===== src/rtl/vend_pkg.sv =====
// Shared types and helpers for the vending transaction sequencer.
package vend_pkg;

    typedef enum logic [1:0] {
        IDLE    = 2'd0,
        COLLECT = 2'd1,
        VEND    = 2'd2,
        PAYOUT  = 2'd3
    } vend_state_e;

    localparam int COIN1_VAL = 1;
    localparam int COIN2_VAL = 2;

    // Credit peaks at PRICE+2 (PRICE-1 held, plus a 3-unit double-coin cycle).
    function automatic int credit_width(input int price);
        return $clog2(price + 3);
    endfunction

endpackage


===== src/rtl/vend_idle_timer.sv =====
// Counts idle cycles while credit is held; flags expiry at IDLE_TIMEOUT-1.
module vend_idle_timer #(
    parameter int IDLE_TIMEOUT = 1000
) (
    input  logic clock,
    input  logic reset,
    input  logic clear,
    input  logic enable,
    output logic expired
);

    localparam int TW = (IDLE_TIMEOUT > 2) ? $clog2(IDLE_TIMEOUT) : 1;
    localparam logic [TW-1:0] LAST = TW'(IDLE_TIMEOUT - 1);

    logic [TW-1:0] count_q, count_d;

    assign expired = enable && (count_q == LAST);

    always_comb begin
        count_d = count_q;
        if (clear) begin
            count_d = '0;
        end else if (enable && !expired) begin
            count_d = count_q + TW'(1);
        end
    end

    always_ff @(posedge clock) begin
        if (reset) begin
            count_q <= '0;
        end else begin
            count_q <= count_d;
        end
    end

endmodule


===== src/rtl/vend_sequencer.sv =====
// Coin-operated vend controller: credit collection, motor handshake,
// coin-by-coin change payout, cancel and idle-timeout refunds.
module vend_sequencer
    import vend_pkg::*;
#(
    parameter int PRICE        = 3,
    parameter int IDLE_TIMEOUT = 1000,
    parameter int CREDIT_W     = 5
) (
    input  logic                clock,
    input  logic                reset,
    input  logic                coin_1,
    input  logic                coin_2,
    input  logic                cancel,
    output logic                vend_req,
    input  logic                vend_ack,
    output logic                pay_req,
    output logic                pay_sel,
    input  logic                pay_ack,
    output logic                coin_reject,
    output logic [CREDIT_W-1:0] credit,
    output logic                busy,
    output logic                sale_done
);

    if (CREDIT_W < credit_width(PRICE)) begin : g_bad_width
        $error("vend_sequencer: CREDIT_W too narrow to hold PRICE+2");
    end
    if (PRICE < 1 || PRICE > 15) begin : g_bad_price
        $error("vend_sequencer: PRICE must be 1..15");
    end
    if (IDLE_TIMEOUT < 2 || IDLE_TIMEOUT > 65535) begin : g_bad_timeout
        $error("vend_sequencer: IDLE_TIMEOUT must be 2..65535");
    end

    localparam logic [CREDIT_W-1:0] PRICE_C = CREDIT_W'(PRICE);

    vend_state_e         state_q, state_d;
    logic [CREDIT_W-1:0] credit_q, credit_d;
    logic [CREDIT_W-1:0] change_q, change_d;
    logic                vended_q, vended_d;
    logic                vend_req_q, vend_req_d;
    logic                pay_req_q, pay_req_d;
    logic                pay_sel_q, pay_sel_d;
    logic                coin_reject_q, coin_reject_d;
    logic                busy_q, busy_d;
    logic                sale_done_q, sale_done_d;

    logic [CREDIT_W-1:0] coin_val, credit_n;
    logic                coin_any;
    logic                tmr_clear, tmr_enable, tmr_expired;

    assign coin_any = coin_1 | coin_2;
    assign coin_val = (coin_1 ? CREDIT_W'(COIN1_VAL) : '0)
                    + (coin_2 ? CREDIT_W'(COIN2_VAL) : '0);
    assign credit_n = credit_q + coin_val;

    assign tmr_enable = (state_q == COLLECT) && !coin_any;
    assign tmr_clear  = (state_q != COLLECT) || coin_any;

    vend_idle_timer #(
        .IDLE_TIMEOUT(IDLE_TIMEOUT)
    ) u_idle_timer (
        .clock  (clock),
        .reset  (reset),
        .clear  (tmr_clear),
        .enable (tmr_enable),
        .expired(tmr_expired)
    );

    always_comb begin
        state_d       = state_q;
        credit_d      = credit_q;
        change_d      = change_q;
        vended_d      = vended_q;
        coin_reject_d = 1'b0;
        sale_done_d   = 1'b0;

        unique case (state_q)
            IDLE, COLLECT: begin
                if (coin_any) begin
                    if (credit_n >= PRICE_C) begin
                        state_d  = VEND;
                        change_d = credit_n - PRICE_C;
                        credit_d = '0;
                        vended_d = 1'b0;
                    end else begin
                        state_d  = COLLECT;
                        credit_d = credit_n;
                    end
                end else if (state_q == COLLECT && (cancel || tmr_expired)) begin
                    // Refund path reuses the payout engine without a sale.
                    state_d  = PAYOUT;
                    change_d = credit_q;
                    credit_d = '0;
                    vended_d = 1'b0;
                end
            end
            VEND: begin
                coin_reject_d = coin_any;
                if (vend_ack) begin
                    if (change_q != '0) begin
                        state_d  = PAYOUT;
                        vended_d = 1'b1;
                    end else begin
                        state_d     = IDLE;
                        sale_done_d = 1'b1;
                    end
                end
            end
            PAYOUT: begin
                coin_reject_d = coin_any;
                if (pay_ack) begin
                    change_d = change_q - ((change_q >= CREDIT_W'(2)) ? CREDIT_W'(2)
                                                                      : CREDIT_W'(1));
                    if (change_d == '0) begin
                        state_d     = IDLE;
                        sale_done_d = vended_q;
                    end
                end
            end
            default: state_d = IDLE;
        endcase

        vend_req_d = (state_d == VEND);
        pay_req_d  = (state_d == PAYOUT);
        pay_sel_d  = (state_d == PAYOUT) && (change_d >= CREDIT_W'(2));
        busy_d     = (state_d == VEND) || (state_d == PAYOUT);
    end

    always_ff @(posedge clock) begin
        if (reset) begin
            state_q       <= IDLE;
            credit_q      <= '0;
            change_q      <= '0;
            vended_q      <= 1'b0;
            vend_req_q    <= 1'b0;
            pay_req_q     <= 1'b0;
            pay_sel_q     <= 1'b0;
            coin_reject_q <= 1'b0;
            busy_q        <= 1'b0;
            sale_done_q   <= 1'b0;
        end else begin
            state_q       <= state_d;
            credit_q      <= credit_d;
            change_q      <= change_d;
            vended_q      <= vended_d;
            vend_req_q    <= vend_req_d;
            pay_req_q     <= pay_req_d;
            pay_sel_q     <= pay_sel_d;
            coin_reject_q <= coin_reject_d;
            busy_q        <= busy_d;
            sale_done_q   <= sale_done_d;
        end
    end

    assign vend_req    = vend_req_q;
    assign pay_req     = pay_req_q;
    assign pay_sel     = pay_sel_q;
    assign coin_reject = coin_reject_q;
    assign credit      = credit_q;
    assign busy        = busy_q;
    assign sale_done   = sale_done_q;

endmodule

===== config.mk =====
export PLATFORM = sky130hd
export DESIGN_NAME = vend_sequencer
export DESIGN_NICKNAME = d
export VERILOG_FILES = /design/src/rtl/vend_pkg.sv /design/src/rtl/vend_idle_timer.sv /design/src/rtl/vend_sequencer.sv
export SDC_FILE = /design/constraint.sdc
export NUM_CORES = 1
export LEC_CHECK = 0
export CORE_MARGIN = 4
export CORE_UTILIZATION = 30
export CTS_CLUSTER_DIAMETER = 30
export DETAILED_ROUTE_END_ITERATION = 12
export PLACE_DENSITY = 0.57
export SLEW_MARGIN = 10
export SYNTH_ARGS = -nofsm -noshare
export SYNTH_HDL_FRONTEND = slang
export SYNTH_SLANG_ARGS = --single-unit

===== constraint.sdc =====
create_clock -name clock -period 3.4 [get_ports clock]
set_input_delay 0.34 -clock clock [delete_from_list [all_inputs] [get_ports clock]]
set_output_delay 0.34 -clock clock [all_outputs]
set_load 0.01 [all_outputs]

==> impl_metrics.yaml <==
yosys:
  post-synth-top-area-fraction_pct: 34.3
  synth_xor_area_share_pct: 7.25
  synth_flop_cell: "dfxtp_1"
  synth_area_leaders: "dfxtp_1, xor2_1, nor2_1, ha_1, a21oi_1"
  ys_ff_latch: 29
  synth_top_family_by_area: "simple AND/OR/NAND/NOR gates"
  netlist_instances: 192
  synthMuxAreaShare_pct: 1.85
  yosysWarnings: 0
  synth-compound-area-share_pct: 18.4
  synth_area_um2: 1690
  synth_edf_count: 0
  synth-simple-area-share_pct: 27.8
  syn_area_per_cell_um2: 8.81
  yosys.area.top_type: "dfxtp_1"
  synth_adder_area_share_pct: 6.80
  ys_async_sr_fraction_pct: 0
  syn_nets: 207
  ys_seq_area_share_pct: 34.3
  ys_types: 54
setup_path:
  cp.depth: 9
  crit_path_max_fanout: 5
  path_common_cell: "ha_1"
  cpMaxStageDelayCell: "clkdlybuf4s50_1"
  required_ns: 3.56
  path_delay_family: "compound AO/OA/AOI/OAI gates"
  worstPathCellList: "clkdlybuf4s50_1 -> ha_1 -> fa_1 -> ha_1 -> nor2_1 -> a41oi_4 -> o311ai_0 -> nand2_1 -> o31a_1"
  end_kind: "flop"
  max_stage_delay_ns: 0.50
  cp_data_arrival_time_ns: 3.18
  ff2ff_path_depth: 11
  cp-start-kind: "input port"
  path_buf_inv: 1
  worst-setup-path-type: "input port to flop"
cells_and_area:
  drive_gt1_share_pct: 8.96
  nFillCells: 594
  final_common_cell: "dfxtp_1"
  multiInputGateArea_um2: 1050
  final_cell_mix: "dfxtp_1, nor2_1, clkdlybuf4s50_1"
  final_nets: 226
  syn_to_final_growth_pct: 18.9
  fin_cells: 284
  antenna_cells: 0
  final_util_pct: 36.8
  regArea_um2: 581
global_route:
  globalRouteOverflowTotal: 0
  antenna_found_initial: 0
  grt_pass1_vias: 1355
  grt_pass1_wl_mm: 6.47
  grt_max_degree: 16
  grt_usage_pct: 11.4
clocking:
  holdBufCountCts: 0
  clockRootBuffer: "clkbuf_8"
  clock_sinks: 29
  cts.path.max_buffers: 2
  cts_buffers: 5
  post_cts_buffers: 0
  cts_resized: 0
  clkLatencyLatePin_ns: 0.28
  cts_tree: "done"
  cts.htree.levels: 2
  cts.clk_slew.worst_paths_ns: 0.06
placed_design:
  gp_congestion: 0.821
  portBuffers: 17
  pre_cts_ws_ns: 0.107
  hpwlAfterDp_mm: 2.85
  dp.cells: 276
die:
  start_util_pct: 30.9
  fp.dieArea_um2: 6900
  core_area_um2: 5470
  row_count: 27
  io_pins: 18
  die_h_um: 83.1
  die_x_um: 83.1
routing:
  num_vias: 1450
  dr.pass1.iters: 4
  drc_errors: 0
  wl_mm: 3.64
  drtIter0Drc: 123
  vias_per_cell: 5.11
  routedWlPerCell_um: 12.8
  ant_nets: 0
sta:
  fin_hold_ws_ns: 0.487
  setup_viol_count_final: 0
  setup_slack_ns: 0.384
  slew_headroom_pct: 60.5
  maxSlewViolCount: 0
  setup_tns_ns: 0
  tightest_slew_ns: 0.578
  max_freq_mhz: 332
  min_period_over_period_pct: 88.7
  rsz0062_at_grt: "no"
  finalClockSkew_ns: 0.00718
  hold_viol_final: 0
  min_period_ns: 3.02
power:
  p_leak_nw: 0.754
  peakVddDrop_mv: 0.241
  power_per_cell_area_nw_per_um2: 671
run:
  drv_cap: 0
status:
  status: "finished clean"
min_path:
  min_path_cells: 2
  min_path_type: "flop to flop"
## worst reg2reg max path, delay by kind of cell, from the launching register on
family,cells,cell delay [ns]
adders and majority gates,2,0.62
buffers and inverters,2,0.24
AOI/OAI and AO/OA,2,0.56
and+or+nand+nor,5,0.98
DFF,1,0.38
## layout make-up
type                       instances  area share, %
clock buffer                       6           3.61
clock inverter                     2          0.498
inverter                           6           1.12
multi-input combinational        150           52.2
sequential                        29           28.9
tap                               72           4.48
timing repair buffer              19           9.20
## synth_stat cells, types with 3 or more instances
cell / count
xor2_1: 12
nand4_1: 4
nor2_1: 27
a21oi_1: 10
nor3b_1: 3
clkbuf_1: 3
nor3_1: 10
nand2b_1: 3
nand3_1: 8
inv_1: 6
nand2_1: 10
and2_1: 3
and3_1: 3
dfxtp_1: 29
ha_1: 6
buf_2: 3
nor4_1: 4
## cell families (layout without fill, tap and decap cells)
group / count (synthesis) / after routing
multiplexers: 3 / 3
flip-flops: 29 / 29
buffers and inverters: 13 / 33
AO/OA/AOI/OAI: 36 / 36
AND/OR/NAND/NOR: 89 / 89
XOR/XNOR: 14 / 14
adder cells (fa/ha/maj): 8 / 8
## sequential cells by signal, summed over array words and instances (netlist names)
register and flops:
pay_req 1, state_q 2, pay_sel 1, busy 1, change_q 5, coin_reject 1, vended_q 1, u_idle_timer.count_q 10
sale_done 1, vend_req 1, credit 5
## power breakdown
part | total (mW) | internal (mW) | switching (mW) | leakage [nW]
Sequential | 0.475 | 0.396 | 0.0795 | 0.236
Combinational | 0.611 | 0.295 | 0.316 | 0.473
Clock | 0.263 | 0.141 | 0.122 | 0.0450
Total | 1.35 | 0.832 | 0.517 | 0.754
## worst paths after layout
check                          start                      end  slack, ns
min          u_idle_timer.count_q[9]  u_idle_timer.count_q[9]       0.49
min reg2reg  u_idle_timer.count_q[9]  u_idle_timer.count_q[9]       0.49
max reg2reg              change_q[4]                  pay_sel       0.51
max                           coin_1                  pay_sel       0.38
## metal layers
layer	wire length, um	part of all wire [%]	global-route usage, %
met4	96	2.6	4.90
met1	1730	48	14.7
met3	126	3.5	2.88
met2	1690	46	17.9
met5	0	0	0
## per-stage QoR
| step | power, mW | instance area (um2) |
|---|---|---|
| 2_1_floorplan | 0.912 | 1690 |
| 6_report | 1.35 | 2010 |
| 3_5_place_dp | 1.10 | 1930 |
| 4_1_cts | 1.37 | 2010 |
| 3_3_place_gp | 1.10 | 1930 |
| 5_1_grt | 1.48 | 2010 |
No activity file was read; power rests on OpenSTA's default activity.
==> variant 1 (same flow settings) <==
The 4 states of `vend_state_e` get a one-hot encoding in 4 bits.
--- a/src/rtl/vend_pkg.sv
+++ b/src/rtl/vend_pkg.sv
@@ -1,11 +1,11 @@
 // Shared types and helpers for the vending transaction sequencer.
 package vend_pkg;
 
-    typedef enum logic [1:0] {
-        IDLE    = 2'd0,
-        COLLECT = 2'd1,
-        VEND    = 2'd2,
-        PAYOUT  = 2'd3
+    typedef enum logic [3:0] {
+        IDLE    = 4'b0001,
+        COLLECT = 4'b0010,
+        VEND    = 4'b0100,
+        PAYOUT  = 4'b1000
     } vend_state_e;
 
     localparam int COIN1_VAL = 1;
Function: same outputs for any inputs over 10 cycles, from zero or initial values and one cycle with reset high; not proved beyond that.
==> variant 1 against the unedited design <==
Power up 30%. Area after synthesis up 8.9%. Maximum frequency up 3.0%. Worst setup slack better by 0.089 ns. Die area up 8.0%. Utilization down 0.48 points. Critical path type unchanged. Sequential cell count up 2. Wire length up 16%. Highest routed layer unchanged. Design area up 7.4%. Critical path depth unchanged.
==> variant 1: results (changes against the unedited design) <==
outcome: finished, final reports clean (unchanged)
Area contributors post-synth: dfxtp_1 (34%), nor2_1 (4.9%), xnor2_1 (4.8%) (was dfxtp_1 (34%), xor2_1 (6.2%), nor2_1 (6.0%))
vias in the first global route: 1623 (was 1355)
layout cells sized above 1: 9.17% (was 8.96%)
Final Net Count: 252 (was 226)
routability congestion estimate from global placement: 0.825 (was 0.821)
leakage power: 0.752 nW (was 0.754 nW)
GR Util met2: 18.4% (was 17.9%)
1st-iter DRT viols: 108 (was 123)
Post-Layout Cell Count: 315 (was 284)
Hold Crit Start: vended_q$_SDFFE_PP0P_ (was u_idle_timer.count_q[9]$_SDFFE_PP0P_)
reg2reg start: credit[0]$_SDFFE_PP0P_ (was change_q[4]$_SDFF_PP0_)
met3 Track Usage GR: 3.33% (was 2.88%)
Cell variety after synth: 55 (was 54)
post-synthesis xor/xnor area fraction: 7.61% (was 7.25%)
placed cell count: 307 (was 276)
largest net degree at the start of global routing: 17 (was 16)
Critical Path Max Stage Delay: 0.45 ns (was 0.50 ns)
Avg Synthesized Cell Area: 8.30 um^2 (was 8.81 um^2)
grt met1 use: 16.6% (was 14.7%)
DR WL/cell: 13.5 um (was 12.8 um)
critical path peak fanout: 4 (was 5)
Post-synth top cells: dfxtp_1 (31), nor2_1 (24), a21oi_1 (16), inv_1 (12), nand2_1 (12) (was dfxtp_1 (29), nor2_1 (27), xor2_1 (12))
vias after detailed routing: 1664 (was 1450)
Compound-Gate Fraction of Synth Area: 20.9% (was 18.4%)
syn nets: 235 (was 207)
metal2 WL: 1.92 mm (was 1.69 mm)
Setup WS pre-CTS: 0.219 ns (was 0.107 ns)
clock latency on the worst-skew pair: 0.28 ns (about the same)
Slew HR: 55.4% (was 60.5%)
WL met3: 205 um (was 126 um)
first-pass GRT wire length: 7.44 mm (was 6.47 mm)
FF-to-FF path depth: 8 (was 11)
Final period util: 86.1% (was 88.7%)
Worst Hold End: vended_q$_SDFFE_PP0P_ (was u_idle_timer.count_q[9]$_SDFFE_PP0P_)
GRT Total Usage: 12.3% (was 11.4%)
Max VDD drop: 0.481 mV (was 0.241 mV)
Layout fillers: 622 (was 594)
mux cell area share after synthesis: 0.543% (was 1.85%)
FF-to-FF setup slack: 0.69 ns (was 0.51 ns)
met1 WL: 2.04 mm (was 1.73 mm)
WP data arrival: 3.08 ns (was 3.18 ns)
Fin Hold WS: 0.504 ns (was 0.487 ns)
Synth Area in Adders: 4.48% (was 6.80%)
Seq/Total Area, Yosys: 33.7% (was 34.3%)
Setup Skew: 0.00350 ns (was 0.00718 ns)
worst-case clock buffer depth: 2 (unchanged)
variant 1: layout make-up:
| class | count | area (um^2) | area share, % |
|---|---|---|---|
| repair buffers | 20 | 193 | 8.92 |
| inverters | 12 | 45.0 | 2.08 |
| clock inverters | 1 | 5.00 | 0.232 |
| clock buffers | 7 | 76.3 | 3.53 |
| flip-flops and latches | 31 | 621 | 28.7 |
| well taps | 75 | 93.8 | 4.34 |
| multi-input cells | 169 | 1130 | 52.2 |
variant 1: report_power, final:
part / leakage, nW / total [mW] / switching [mW] / internal (mW)
Combinational: 0.458 / 0.941 / 0.510 / 0.430
Sequential: 0.252 / 0.531 / 0.0984 / 0.433
Clock: 0.0422 / 0.282 / 0.138 / 0.144
variant 1: cells by family (layout without fill, tap and decap cells):
family	count (synthesis)	after routing
AO/OA/AOI/OAI	55	55
XOR/XNOR	16	16
adder cells (fa/ha/maj)	6	6
buffers and inverters	22	40
flip-flops	31	31
multiplexers	1	1
AND/OR/NAND/NOR	91	91
==> variant 2 (same flow settings) <==
Without the edit above. `IDLE_TIMEOUT` is set to 1000 in 2 places; all go to 500.
--- a/src/rtl/vend_idle_timer.sv
+++ b/src/rtl/vend_idle_timer.sv
@@ -1,6 +1,6 @@
 // Counts idle cycles while credit is held; flags expiry at IDLE_TIMEOUT-1.
 module vend_idle_timer #(
-    parameter int IDLE_TIMEOUT = 1000
+    parameter int IDLE_TIMEOUT = 500
 ) (
     input  logic clock,
     input  logic reset,
--- a/src/rtl/vend_sequencer.sv
+++ b/src/rtl/vend_sequencer.sv
@@ -4,7 +4,7 @@
     import vend_pkg::*;
 #(
     parameter int PRICE        = 3,
-    parameter int IDLE_TIMEOUT = 1000,
+    parameter int IDLE_TIMEOUT = 500,
     parameter int CREDIT_W     = 5
 ) (
     input  logic                clock,
Check against the original RTL: same outputs for any inputs over 10 cycles, from zero or initial values and one cycle with reset high; that may be too few to reach the edited logic, so the function may still have changed.
==> variant 2 against the unedited design <==
Worst setup slack improved by 0.059 ns. Register-to-register slack got worse by 0.07 ns. Highest routed layer unchanged. Wire length fell by 0.16%. Design area fell by 4.7%. Sequential cell count down 2. Critical endpoint unchanged. Power grew 5.2%. Area after synthesis is 3.6% lower. Critical path depth up 2.
==> variant 2: results (changes against the unedited design) <==
Worst path slowest cell: fa_1 (was clkdlybuf4s50_1)
largest reg by FF count: u_idle_timer.count_q (unchanged)
diode count: 0 (unchanged)
GRT Total Usage: 11.8% (was 11.4%)
placed cell count: 276 (unchanged)
Seq/Total Area, Yosys: 33.2% (was 34.3%)
worst min path class: register to register (unchanged)
DR pass1 iterations: 4 (unchanged)
worst-case clock buffer depth: 2 (unchanged)
Largest register FFs: 9 (was 10)
Final min period: 2.96 ns (was 3.02 ns)
syn nets: 208 (was 207)
DR WL/cell: 13.0 um (was 12.8 um)
critical path peak fanout: 8 (was 5)
initial antenna violation count: 0 (unchanged)
Critical Path Max Stage Delay: 0.46 ns (was 0.50 ns)
Fin Hold WS: 0.490 ns (was 0.487 ns)
Slew HR: 61.6% (was 60.5%)
outcome: finished, final reports clean (unchanged)
FF-to-FF setup slack: 0.44 ns (was 0.51 ns)
clock latency on the worst-skew pair: 0.27 ns
layout cells sized above 1: 9.05% (was 8.96%)
first-pass GRT wire length: 6.33 mm (was 6.47 mm)
vias after detailed routing: 1372 (was 1450)
leakage power: 0.720 nW (was 0.754 nW)
Area contributors post-synth: dfxtp_1 (33%), xor2_1 (5.4%), nor2_1 (5.1%) (was dfxtp_1 (34%), xor2_1 (6.2%), nor2_1 (6.0%))
hpwl dp: 2.77 mm (was 2.85 mm)
cells resized by post-CTS repair: 0 (unchanged)
CP top delay family: simple AND/OR/NAND/NOR gates (was compound AO/OA/AOI/OAI gates)
Setup WS pre-CTS: 0.170 ns (was 0.107 ns)
CTS Buf Count: 3 (was 5)
Synth async-reset ratio: 0% (unchanged)
Post-CTS Setup Inserts: 0 (unchanged)
CTS H-tree lvls: 1 (was 2)
largest net degree at the start of global routing: 25 (was 16)
Post-Syn Instances: 193 (was 192)
CTS root buf: clkbuf_8 (unchanged)
1st-iter DRT viols: 64 (was 123)
Layout fillers: 543 (was 594)
Setup Skew: 0.00658 ns (was 0.00718 ns)
grt total ovfl: 0 (unchanged)
vias in the first global route: 1388 (was 1355)
Max VDD drop: 0.316 mV (was 0.241 mV)
Cell variety after synth: 50 (was 54)
port buffer count: 17 (unchanged)
Post-synth top cells: dfxtp_1 (27), nor2_1 (22), nand2_1 (16), a21oi_1 (13), xor2_1 (10) (was dfxtp_1 (29), nor2_1 (27), xor2_1 (12))
routability congestion estimate from global placement: 0.766 (was 0.821)
WP data arrival: 3.10 ns (was 3.18 ns)
Final Net Count: 226 (unchanged)
DP Area: 1870 um^2 (was 1930 um^2)
Syn. warnings: 0 (unchanged)
clock-pin slew on the worst setup and hold paths: 0.09 ns (was 0.06 ns)
Via density: 4.90 (was 5.11)
[variant 2: changes by cell type after synthesis, sizes merged, moves of 3 or more]
cell   change
nand2      +6
nand4      -3
a21oi      +5
nor2       -6
nor3       -5
[variant 2: report_power, final]
part	switching [mW]	internal, mW
logic	0.419	0.375
clock network	0.0958	0.0819
registers	0.0687	0.379
total	0.584	0.835
[variant 2: worst paths after layout]
path / startpoint / end / depth (start not counted)
min: vended_q$_SDFFE_PP0P_ / sale_done$_SDFF_PP0_ / 2
max: change_q[2]$_SDFF_PP0_ / pay_sel$_SDFF_PP0_ / 11
max reg2reg: change_q[2]$_SDFF_PP0_ / pay_sel$_SDFF_PP0_ / 11
min reg2reg: vended_q$_SDFFE_PP0P_ / sale_done$_SDFF_PP0_ / 2
[variant 2: per-layer routing]
layer	global-route usage (%)	wire (um)
met5	0	0
met4	2.16	19
met3	1.86	103
met2	19.6	1700
met1	16.1	1820
[variant 2: cell type report]
type	instances	area, um^2	area share (%)
sequential	27	541	28.2
clock inverter	1	5.00	0.261
inverter	8	30.0	1.57
tap	70	87.6	4.57
multi-input combinational	148	997	52.0
clock buffer	3	41.3	2.15
timing repair buffer	23	215	11.2
[variant 2: logic make-up (layout without fill, tap and decap cells)]
group,Yosys count,in the layout,share of synthesized area [%]
muxes,1,1,0.614
and+or+nand+nor,84,84,27.4
xor gates and xnor gates,13,13,6.98
AOI/OAI and AO/OA,42,42,19.1
buffers and inverters,18,35,5.68
DFF,27,27,33.2
adders and majority gates,8,8,7.06
[variant 2: worst min-delay path, stage by stage, from the launching register on]
cell,delay [ns]
dfxtp_1,0.32
nand3_1,0.06
a21oi_1,0.06
